==> src/rtl/inst_fetch_queue.sv <==
// Fetch stage with one outstanding request to the memory controller and a circular
// instruction queue drained by decode. Define STATIC_PREDICT_EN for static prediction.
module inst_fetch_queue #(
    parameter int unsigned IQ_SIZE_LOG = 4,
    parameter logic [31:0] RESET_PC    = 32'h0
) (
    input  logic        clk_in,
    input  logic        rst_in,
    input  logic        rdy_in,
    input  logic        roll_back,
    input  logic [31:0] roll_back_pc,
    output logic        fetch_start,
    output logic [31:0] fetch_pc,
    input  logic        finish_fetch,
    input  logic [31:0] instruction_in,
    output logic        issue_valid,
    input  logic        issue_ready,
    output logic [31:0] issue_inst,
    output logic [31:0] issue_pc,
    output logic        issue_pred_jump
);
    localparam int unsigned DEPTH = 2 ** IQ_SIZE_LOG;
    localparam int unsigned CW    = IQ_SIZE_LOG + 1;
    localparam logic [CW-1:0] FULL_COUNT = CW'(DEPTH);

    localparam logic [1:0] ST_IDLE = 2'd0;
    localparam logic [1:0] ST_WAIT = 2'd1;
    localparam logic [1:0] ST_HOLD = 2'd2;

    logic [1:0]             r_state;
    logic                   r_fetch_start;
    logic [31:0]            r_fetch_pc;
    logic [31:0]            r_next_pc;
    logic [IQ_SIZE_LOG-1:0] r_head;
    logic [IQ_SIZE_LOG-1:0] r_tail;
    logic [CW-1:0]          r_count;
    logic [31:0]            r_inst_mem [DEPTH];
    logic [31:0]            r_pc_mem   [DEPTH];

    logic        w_push;
    logic        w_pop;
    logic [31:0] w_next_pc;

    assign issue_valid = (r_count != '0);
    assign w_push      = rdy_in && !roll_back && (r_state == ST_WAIT) && finish_fetch;
    assign w_pop       = rdy_in && !roll_back && issue_valid && issue_ready;
    assign fetch_start = r_fetch_start;
    assign fetch_pc    = r_fetch_pc;

    // Head fields are gated so an empty queue presents zeros, including right after reset.
    assign issue_inst = issue_valid ? r_inst_mem[r_head] : 32'h0;
    assign issue_pc   = issue_valid ? r_pc_mem[r_head]   : 32'h0;

`ifdef STATIC_PREDICT_EN
    logic        r_pred_mem [DEPTH];
    logic [31:0] w_j_imm;
    logic [31:0] w_b_imm;
    logic        w_is_jal;
    logic        w_is_bwd_branch;
    logic        w_pred;

    assign w_j_imm = {{11{instruction_in[31]}}, instruction_in[31], instruction_in[19:12],
                      instruction_in[20], instruction_in[30:21], 1'b0};
    assign w_b_imm = {{19{instruction_in[31]}}, instruction_in[31], instruction_in[7],
                      instruction_in[30:25], instruction_in[11:8], 1'b0};
    assign w_is_jal        = (instruction_in[6:0] == 7'b1101111);
    assign w_is_bwd_branch = (instruction_in[6:0] == 7'b1100011) && instruction_in[31];
    assign w_pred          = w_is_jal || w_is_bwd_branch;

    always_comb begin
        w_next_pc = r_fetch_pc + 32'd4;
        if (w_is_jal) begin
            w_next_pc = r_fetch_pc + w_j_imm;
        end else if (w_is_bwd_branch) begin
            w_next_pc = r_fetch_pc + w_b_imm;
        end
    end

    always_ff @(posedge clk_in) begin
        if (w_push) begin
            r_pred_mem[r_tail] <= w_pred;
        end
    end

    assign issue_pred_jump = issue_valid && r_pred_mem[r_head];
`else
    assign w_next_pc       = r_fetch_pc + 32'd4;
    assign issue_pred_jump = 1'b0;
`endif

    always_ff @(posedge clk_in) begin
        if (w_push) begin
            r_inst_mem[r_tail] <= instruction_in;
            r_pc_mem[r_tail]   <= r_fetch_pc;
        end
    end

    always_ff @(posedge clk_in or posedge rst_in) begin
        if (rst_in) begin
            r_state       <= ST_IDLE;
            r_fetch_start <= 1'b0;
            r_fetch_pc    <= RESET_PC;
            r_next_pc     <= RESET_PC;
            r_head        <= '0;
            r_tail        <= '0;
            r_count       <= '0;
        end else if (rdy_in) begin
            if (roll_back) begin
                r_state       <= ST_IDLE;
                r_fetch_start <= 1'b0;
                r_fetch_pc    <= roll_back_pc;
                r_head        <= '0;
                r_tail        <= '0;
                r_count       <= '0;
            end else begin
                if (w_push) begin
                    r_tail <= r_tail + IQ_SIZE_LOG'(1);
                end
                if (w_pop) begin
                    r_head <= r_head + IQ_SIZE_LOG'(1);
                end
                if (w_push && !w_pop) begin
                    r_count <= r_count + CW'(1);
                end else if (!w_push && w_pop) begin
                    r_count <= r_count - CW'(1);
                end

                // fetch_pc only moves when leaving HOLD, so the memory side sees a stable address.
                case (r_state)
                    ST_IDLE: begin
                        if (r_count != FULL_COUNT) begin
                            r_fetch_start <= 1'b1;
                            r_state       <= ST_WAIT;
                        end
                    end
                    ST_WAIT: begin
                        if (finish_fetch) begin
                            r_fetch_start <= 1'b0;
                            r_next_pc     <= w_next_pc;
                            r_state       <= ST_HOLD;
                        end
                    end
                    ST_HOLD: begin
                        r_fetch_pc <= r_next_pc;
                        r_state    <= ST_IDLE;
                    end
                    default: begin
                        r_state <= ST_IDLE;
                    end
                endcase
            end
        end
    end

endmodule

==> config.mk <==
export PLATFORM = sky130hd
export DESIGN_NAME = inst_fetch_queue
export DESIGN_NICKNAME = d
export VERILOG_FILES = /design/src/rtl/inst_fetch_queue.sv
export SDC_FILE = /design/constraint.sdc
export NUM_CORES = 1
export LEC_CHECK = 0
export CAP_MARGIN = 15
export CORE_MARGIN = 2
export CORE_UTILIZATION = 50
export DETAILED_ROUTE_END_ITERATION = 16
export DONT_BUFFER_PORTS = 1
export SLEW_MARGIN = 20
export SYNTH_ARGS = -nofsm -noshare
export SYNTH_HDL_FRONTEND = slang
export SYNTH_SLANG_ARGS = --single-unit
==> constraint.sdc <==
create_clock -name clk_in -period 3.8 [get_ports clk_in]
set_input_delay 0.95 -clock clk_in [delete_from_list [all_inputs] [get_ports clk_in]]
set_output_delay 0.95 -clock clk_in [all_outputs]
set_load 0.01 [all_outputs]
[Word level (Yosys, flattened, before mapping)]
Memories as Yosys holds them, arrays and structs flattened.
Cells that the tools add are included.
Word-level totals
  register bits after elaboration: 80
  bits in writable memories: 1024
  input port bits: 70
  output and inout port bits: 99
  logic and storage cells: 65
  memories: 2
Memory list
  r_inst_mem: depth 16, bits a word 32, rd ports 1, clocked after Yosys merged registers in 0, write ports 1, RTL line 37  | logic [31:0] r_inst_mem [DEPTH];
  r_pc_mem: depth 16, bits a word 32, rd ports 1, clocked after Yosys merged registers in 0, write ports 1, RTL line 38  | logic [31:0] r_pc_mem [DEPTH];
Operators by class
  add/subtract/negate cells: 5
  equal/unequal tests: 5
  multiplexer cells: 21
  bitwise gates (word level): 1
  reduce and logical (&&, ||, !) cells: 24
Operators with widths (count)
  two-way mux 32 bit: 4
  adder 32 x 3 -> 32 bit, second input constant: 1
  two-way mux 4 bit: 4
  two-way mux 5 bit: 3
  adder 4 x 1 -> 4 bit, second input constant: 2
  AND reduction 2 bit: 4
  AND reduction 4 bit: 2
  logical AND 1 bit: 7
  two-way mux 2 bit: 3
  != test 3 bit, second input constant: 2
  nonzero test 2 bit: 3
  nonzero test 3 bit: 2
  adder 5 x 1 -> 5 bit, second input constant: 1
  two-way mux 1 bit: 5
  != test 5 bit, second input constant: 1
  nonzero test 5 bit: 1
  subtractor 5 x 1 -> 5 bit, second input constant: 1
  one-hot mux 2 bit (2 select lines): 1
  logical NOT 1 bit: 3
  AND reduction 3 bit: 1
  == test 2 x 1 -> 1 bit, second input constant: 1
  == test 2 bit, second input constant: 1
  logical NOT 2 bit: 1
  one-hot mux 1 bit (2 select lines): 1
  NOT 1 bit: 1

[Logic depth before layout (Yosys ltp)]
Gate-level depths: netlist (run 1).
  depth after elaboration: 9
  gate-level depth with buffers: 12
  depth with buffers taken out: 9

[Worst setup path after synthesis (run 1)]
OpenSTA, ideal clock, no wires.
  kind: input to register
  from: input rdy_in
  to: memory r_inst_mem[10][0] (enable)
  setup time: 429 ps
  arrival: 3657 ps
  data required time: 3371 ps
  setup slack: -285 ps
  stages: 6
  path buffers: 1
  cells stage by stage: clkbuf_1 -> clkinv_1 -> nor2_1 -> nand2_1 -> nor3b_1 -> and2_1
On the way
  word-level cells in the longest chain between the ends: 5
Ends and longest elaborated chain
  start: declaration: RTL line 9  | input logic rdy_in,
  logical AND 1 bit (3 in series): RTL line 45  | assign w_push = rdy_in && !roll_back && (r_state == ST_WAIT) && finish_fetch;
  two-way mux 1 bit: RTL line 92  | if (w_push) begin
  two-way mux 1 bit (not written as such): RTL line 93  | r_inst_mem[r_tail] <= instruction_in;
  end: declaration: RTL line 37
Every way passes these cells.

[Final worst setup path (run 1)]
  from: register r_head[0]
  to: output issue_pc[10]
On the way
  word-level cells in the longest chain between the ends: 2
Ends and longest elaborated chain
  start: declaration: RTL line 34  | logic [IQ_SIZE_LOG-1:0] r_head;
  start signal: assignment: RTL line 120  | r_head <= r_head + IQ_SIZE_LOG'(1);
  memory (16 x 32 bit)
  two-way mux 32 bit: RTL line 52  | assign issue_pc = issue_valid ? r_pc_mem[r_head] : 32'h0;
  end: declaration: RTL line 19  | output logic [31:0] issue_pc,
Every way passes these cells.

==> run metrics, run 1 <==
outcome complete, but fails checks; failing checks setup timing; Max-Cap Viols 0; routed vias 20.12k; Power Dens Cells 622.3 nW/um^2; Boundary Pins roughly 170; Worst EP arrival around 2900 ps; top-count cell post-synth edfxtp_1; Die Width between 200 and 300 um; Clock Pin Slew Worst Setup and Hold Paths 60 ps; Worst Tran Pin Value 906.9 ps; Post-synth EDFFs roughly 1.0k; clock skew 19.83 ps; mapped cell area ~43000 um^2; RePlAce Congestion 0.7764; CP max-delay cell mux4_2; core area approximately 85000 um^2; Synth warnings 0; Synth area leaders edfxtp_1 (71%), mux4_2 (17%), dfrtp_1 (4.6%); Clock Path Buffers 3; top routing layer in use met4; DR WL met3 6996 um; initial antenna violation count 2; peak supply drop approximately 0.00045 V; post-route setup slack -62.76 ps; final slew viol count 0; final worst-path cycle share 1.017; Synth top cells by count edfxtp_1 (1024), mux4_2 (320), and2_1 (82); # nets final ~2.2k; Crit path buffers/inverters 4; layout cells sized above 1 0.3051; Post-Synthesis Cells around 1.9k; CP Capture Type output port; post-layout minimum cycle time 3863 ps; wire length on met2 between 40000 and 50000 um; critical path cell sequence buf_12 -> buf_16 -> buf_4 -> buf_16 -> mux4_2 -> mux4_2 -> and2_4; Initial Util 0.5059; async set-reset flop share out of synthesis 0.07246; Yosys top cell area share 0.7127; FF+latch count, synth around 1.1k; post-synthesis sequential area ratio 0.7591; Setup CP Type reg2out; Crit path depth 7; full die area about 89000 um^2; post-placement cell count 3081; All-Layer GR Usage 0.2220; Crit path largest cell delay 500 ps; LEAKAGE about 0.016 uW; Reg area ~33000 um^2; Layout area overhead 15.07%; synth unique cells 45; gr ovfl total 0; DR pass1 iterations 5; post-route insts no fill 3327; CTS buffer count 111; fill cell total of the finished layout a little over 6k; WL final ~100000 um; Synth area leader edfxtp_1; Post-Syn Nets slightly above 2k; max_slew headroom 0.3954; CP Data Required Time approximately 2900 ps; Synth Flop Type edfxtp_1; DRC errors left 0; Buffers on Ports 0; CTS root buffer clkbuf_16; Hold/Removal Path Class in2async; Hold Buf Count CTS 0; initial detailed-routing violation count approximately 2k; post-route ant nets 0; Reg2Reg Depth 9; wire length per cell just under 30 um; fmax 0.2589 GHz; H-tree levels 3; Startpoint Class flip-flop; CTS tree done; Syn Area/Cell about 22 um^2; pre-CTS worst setup slack ~470 ps; setup_tns -387.1 ps; num rows ~110; Final setup viols 21; Sink Count about 1.1k; ant diodes 0; pin count of the biggest net entering global routing 77; Detailed Place HPWL 52650 um; Die H 297.8 um; vias in the first global route approximately 21k; worst-path maximum fanout 10; RSZ-0062 raised after global routing true; WL met1 about 41000 um; first-pass GRT wire length about 140000 um; multi-input logic area slightly below 10000 um^2; drt via density around 6.0; Final Hold Violating Endpoints 0; Crit path max-delay family multiplexers; clk_lat worst skew between 600 and 700 ps
==> what timing repair did <==
action / CTS / global route
setup buffers: 8 / 21
cloned: 2 / 6
gates resized for setup: 14 / 41
endpoints found under the setup margin: 63 / 63
==> flip-flops by register name, summed over array words and instances, names as in the netlist <==
signal       count
fetch_start      1
r_next_pc       32
fetch_pc        32
r_state          2
r_inst_mem     512
r_head           4
r_tail           4
r_count          5
r_pc_mem       512
==> layer usage <==
metal	track usage	up-vias
li1	-	8415
met1	0.3119	10920
met2	0.3583	670
met3	0.04879	117
met4	0.05423	0
met5	0	-
==> cell families (layout without fill, tap and decap cells) <==
family,after synthesis,count (layout),synth area share
compound gates,91,91,0.01180
xor+xnor,31,31,0.006293
fa+ha+maj,11,11,0.003364
buf+inv,113,348,0.01459
flops,1104,1104,0.7591
mux,358,358,0.1759
other cells,1,1,0.00008691
simple gates,239,239,0.02891
==> power breakdown <==
part | switching [uW] | internal [uW]
Combinational | 2690 | 2760
Clock | 4490 | 6350
Sequential | 569 | 14000
==> area by class of cell <==
type / count / area share
clock buffers: 154 / 0.06212
clock inverters: 55 / 0.01126
inverters: 9 / 0.0007056
multi-input cells: 731 / 0.1992
flip-flops and latches: 1104 / 0.6599
well taps: 1144 / 0.02883
repair buffers: 130 / 0.03800
==> path summary, 6_finish.rpt <==
path	from	end	slack (ps)
min reg2reg	r_next_pc[9]	r_next_pc[9]	480
max reg2reg	r_count[0]	r_count[4]	1020
min in group clk_in	instruction_in[15]	r_inst_mem[0][15]	380
max	r_head[0]	issue_pc[10]	-60
min	rst_in	fetch_pc[30]	110
max in group asynchronous	rst_in	r_next_pc[8]	2910
==> cell usage in the layout (no fill, tap or decap), types with 36 or more instances in the layout <==
cell / netlist / routed
and2_1: 82 / 42
and2_4: 0 / 40
buf_12: 0 / 47
buf_4: 3 / 64
clkbuf_16: 0 / 120
dfrtp_1: 80 / 76
edfxtp_1: 1024 / 1024
mux2i_1: 36 / 36
mux4_2: 320 / 320
nand2_1: 78 / 77
o21ai_0: 46 / 46
==> worst reg2reg max path, stage by stage, from the launching register on <==
cell and delay [ps]:
dfrtp_1 460, or4_1 560, o21ai_1 270, nand2_1 220, ha_1 370, a21oi_1 200, a21oi_1 100, mux2i_1 170
mux2i_1 220, o22ai_1 90
==> metrics by stage <==
step	total power [uW]	hold WS [ps]	utilization	instance area, um^2
after floorplan	18300	445.0	-	43160
after global placement	19670	461.8	0.5320	45370
after detailed placement	19800	469.7	0.5320	45370
after CTS	30750	79.11	0.5768	49190
after global routing	32100	98.90	0.5822	49650
final	30900	106.8	0.5822	49650
(Power assumes the default switching activity.)
==> run 2, diff against run 1 <==
--- a/config.mk
+++ b/config.mk
@@ -8,8 +8,10 @@
 export CAP_MARGIN = 15
 export CORE_MARGIN = 2
 export CORE_UTILIZATION = 50
+export CTS_BUF_LIST = sky130_fd_sc_hd__clkbuf_4
 export DETAILED_ROUTE_END_ITERATION = 16
 export DONT_BUFFER_PORTS = 1
+export MAX_ROUTING_LAYER = met4
 export SLEW_MARGIN = 20
 export SYNTH_ARGS = -nofsm -noshare
 export SYNTH_HDL_FRONTEND = slang
==> run 2 against run 1 <==
Compared with the run above: the run still ends with setup timing left; largest cell class unchanged; global-route usage increased by 1.4 points; final cell count increased by 11%; cell area increased by 2.5%; core utilization increased by 1.4 points; largest power group unchanged; critical path depth decreased by 1; non-clock buffer count increased by 85; clock skew increased by 44 ps.
==> run metrics, run 2 (synthesis gave the netlist of run 1 again) <==
outcome complete, but fails checks (unchanged); failing checks setup timing (unchanged); post-route insts no fill 3687 (was 3327); Power Dens Cells 604.3 nW/um^2 (was 622.3 nW/um^2); LEAKAGE 0.01672 uW (was 0.01577 uW); CP Data Required Time 2850 ps (about the same); design area 50880 um^2 (was 49650 um^2); Core Util, Final 0.5967 (was 0.5822); Layout area overhead 17.93% (was 15.07%); RePlAce Congestion 0.7871 (was 0.7764); Die Width 297.8 um (unchanged); Cell Area, Placed 45370 um^2 (unchanged); worst-path maximum fanout 7 (was 10); clk_lat worst skew 1120 ps (was 670 ps); post-route setup slack -464.2 ps (was -62.76 ps); core area 85280 um^2 (unchanged); num rows 107 (unchanged); RSZ-0062 raised after global routing true (unchanged); commonest non-fill, non-tap cell in the layout edfxtp_1 (unchanged); All-Layer GR Usage 0.2357 (was 0.2220); Detailed Place HPWL 52650 um (unchanged); Final setup viols 64 (was 21); CTS tree done (unchanged); CP Capture Type output port (unchanged); clock skew 64.12 ps (was 19.83 ps); initial detailed-routing violation count 1979 (was 1970); most frequent cells in the layout edfxtp_1 (1024), clkbuf_4 (419), mux4_2 (320), and2_4 (79), nand2_1 (77) (was edfxtp_1 (1024), mux4_2 (320), clkbuf_16 (120), nand2_1 (77), dfrtp_1 (76)); initial antenna violation count 2 (unchanged); H-tree levels 5 (was 3); post-placement cell count 3081 (unchanged); Clock Pin Slew Worst Setup and Hold Paths 60 ps (about the same); # nets final 2439 (was 2168); peak supply drop 0.0003562 V (was 0.0004530 V); layout cells sized above 1 0.3949 (was 0.3051); full die area 88660 um^2 (unchanged); wire length per cell 27.78 um (was 29.44 um); Max-Cap Viols 0 (unchanged); gr ovfl total 0 (unchanged); drt via density 5.855 (was 6.047); Setup CP Type reg2out (unchanged); WL final 102400 um (was 97950 um); vias in the first global route 22.68k (was 20.74k); post-layout minimum cycle time 4264 ps (was 3863 ps); Final Hold Violating Endpoints 0 (unchanged); final slew viol count 0 (unchanged); CTS buffer count 297 (was 111); Initial Util 0.5059 (unchanged); Startpoint Class flip-flop (unchanged); final worst-path cycle share 1.122 (was 1.017); Hold/Removal Path Class in2reg (was in2async); post-route ant nets 0 (unchanged); Sink Count 1104 (unchanged); largest registers r_inst_mem: 512 flops, r_pc_mem: 512 flops (unchanged); first-pass GRT wire length 146700 um (was 142800 um); Clock Path Buffers 4 (was 3); DR pass1 iterations 5 (unchanged); routed vias 21.59k (was 20.12k); Buffers on Ports 0 (unchanged); Worst EP arrival 3310 ps (was 2910 ps); CTS root buffer clkbuf_4 (was clkbuf_16); max_slew headroom 0.3885 (was 0.3954); Die H 297.8 um (unchanged); fmax 0.2345 GHz (was 0.2589 GHz); DRC errors left 0 (unchanged); Worst Tran Pin Value 917.3 ps (was 906.9 ps); pin count of the biggest net entering global routing 77 (unchanged); Boundary Pins 169 (unchanged)
[run 2: cell count changes in the layout (fill, tap and decap cells not counted), moves of 11 or more]
cell and change:
clkinv_2 -18, clkbuf_1 -33, dlygate4sd3_1 +62, buf_4 -13
clkbuf_4 +419, clkbuf_16 -95, inv_2 +11, and2_4 +39
clkinv_1 +31, and2_1 -39
[run 2: layout make-up]
cell class                 count  area (um^2)
timing repair buffer         215         3212
inverter                       9        35.03
fill                        6215        34400
antenna                        3        7.507
multi-input combinational    731         9992
sequential                  1104        32770
clock inverter                62        294.0
tap                         1144         1431
clock buffer                 419         3146
[run 2: what timing repair did]
action                                  in CTS  in global routing
gates cloned                                 3                 31
endpoints found under the setup margin      65                 64
hold buffers                                63                  0
buffers inserted                            12                 14
gates resized for setup                     38                 87
endpoints found under the hold margin      577                  0
[run 2: power breakdown]
part / internal (uW) / total, uW / switching [uW]
Clock: 5170 / 9690 / 4520
Combinational: 3450 / 6440 / 2990
Sequential: 14000 / 14600 / 581
[run 2: worst paths after layout]
| path | from | endpoint | slack, ps | depth (start not counted) |
|---|---|---|---|---|
| worst max-delay path | r_head[0] | issue_pc[11] | -460 | 6 |
| worst min-delay path | roll_back | fetch_pc[3] | 100 | 2 |
| worst max register to register | r_count[0] | r_count[4] | 1010 | 9 |
| worst min register to register | r_next_pc[9] | r_next_pc[9] | 480 | 2 |
| max in group asynchronous | rst_in | fetch_pc[10] | 2740 | 3 |
| min in group asynchronous | rst_in | r_next_pc[30] | 270 | 2 |
[run 2: stage by stage]
stage,setup slack [ps],hold WS [ps],TNS (ps),power (uW)
after detailed placement,470.6,469.7,0,19800
after global placement,488.0,461.8,0,19670
after floorplan,74.62,445.0,0,18300
after global routing,-578.6,27.45,-32200,32210
after CTS,-610.6,0.09726,-35240,30020
final,-464.2,103.2,-23770,30750
[run 2: worst max-delay path, cell delays in order, from the launching register on]
cell and delay [ps]:
dfrtp_4 470, clkbuf_16 180, buf_16 160, buf_8 150, mux4_2 490, mux4_2 530
and2_1 220
[run 2: per-layer routing]
metal	GRT usage	routed length, um	vias up	share of wire
li1	-	-	9145	-
met1	0.3133	42390	11430	0.41
met2	0.3633	50600	871	0.49
met3	0.05994	7573	146	0.074
met4	0.06987	1850	0	0.018
met5	-	0	-	0
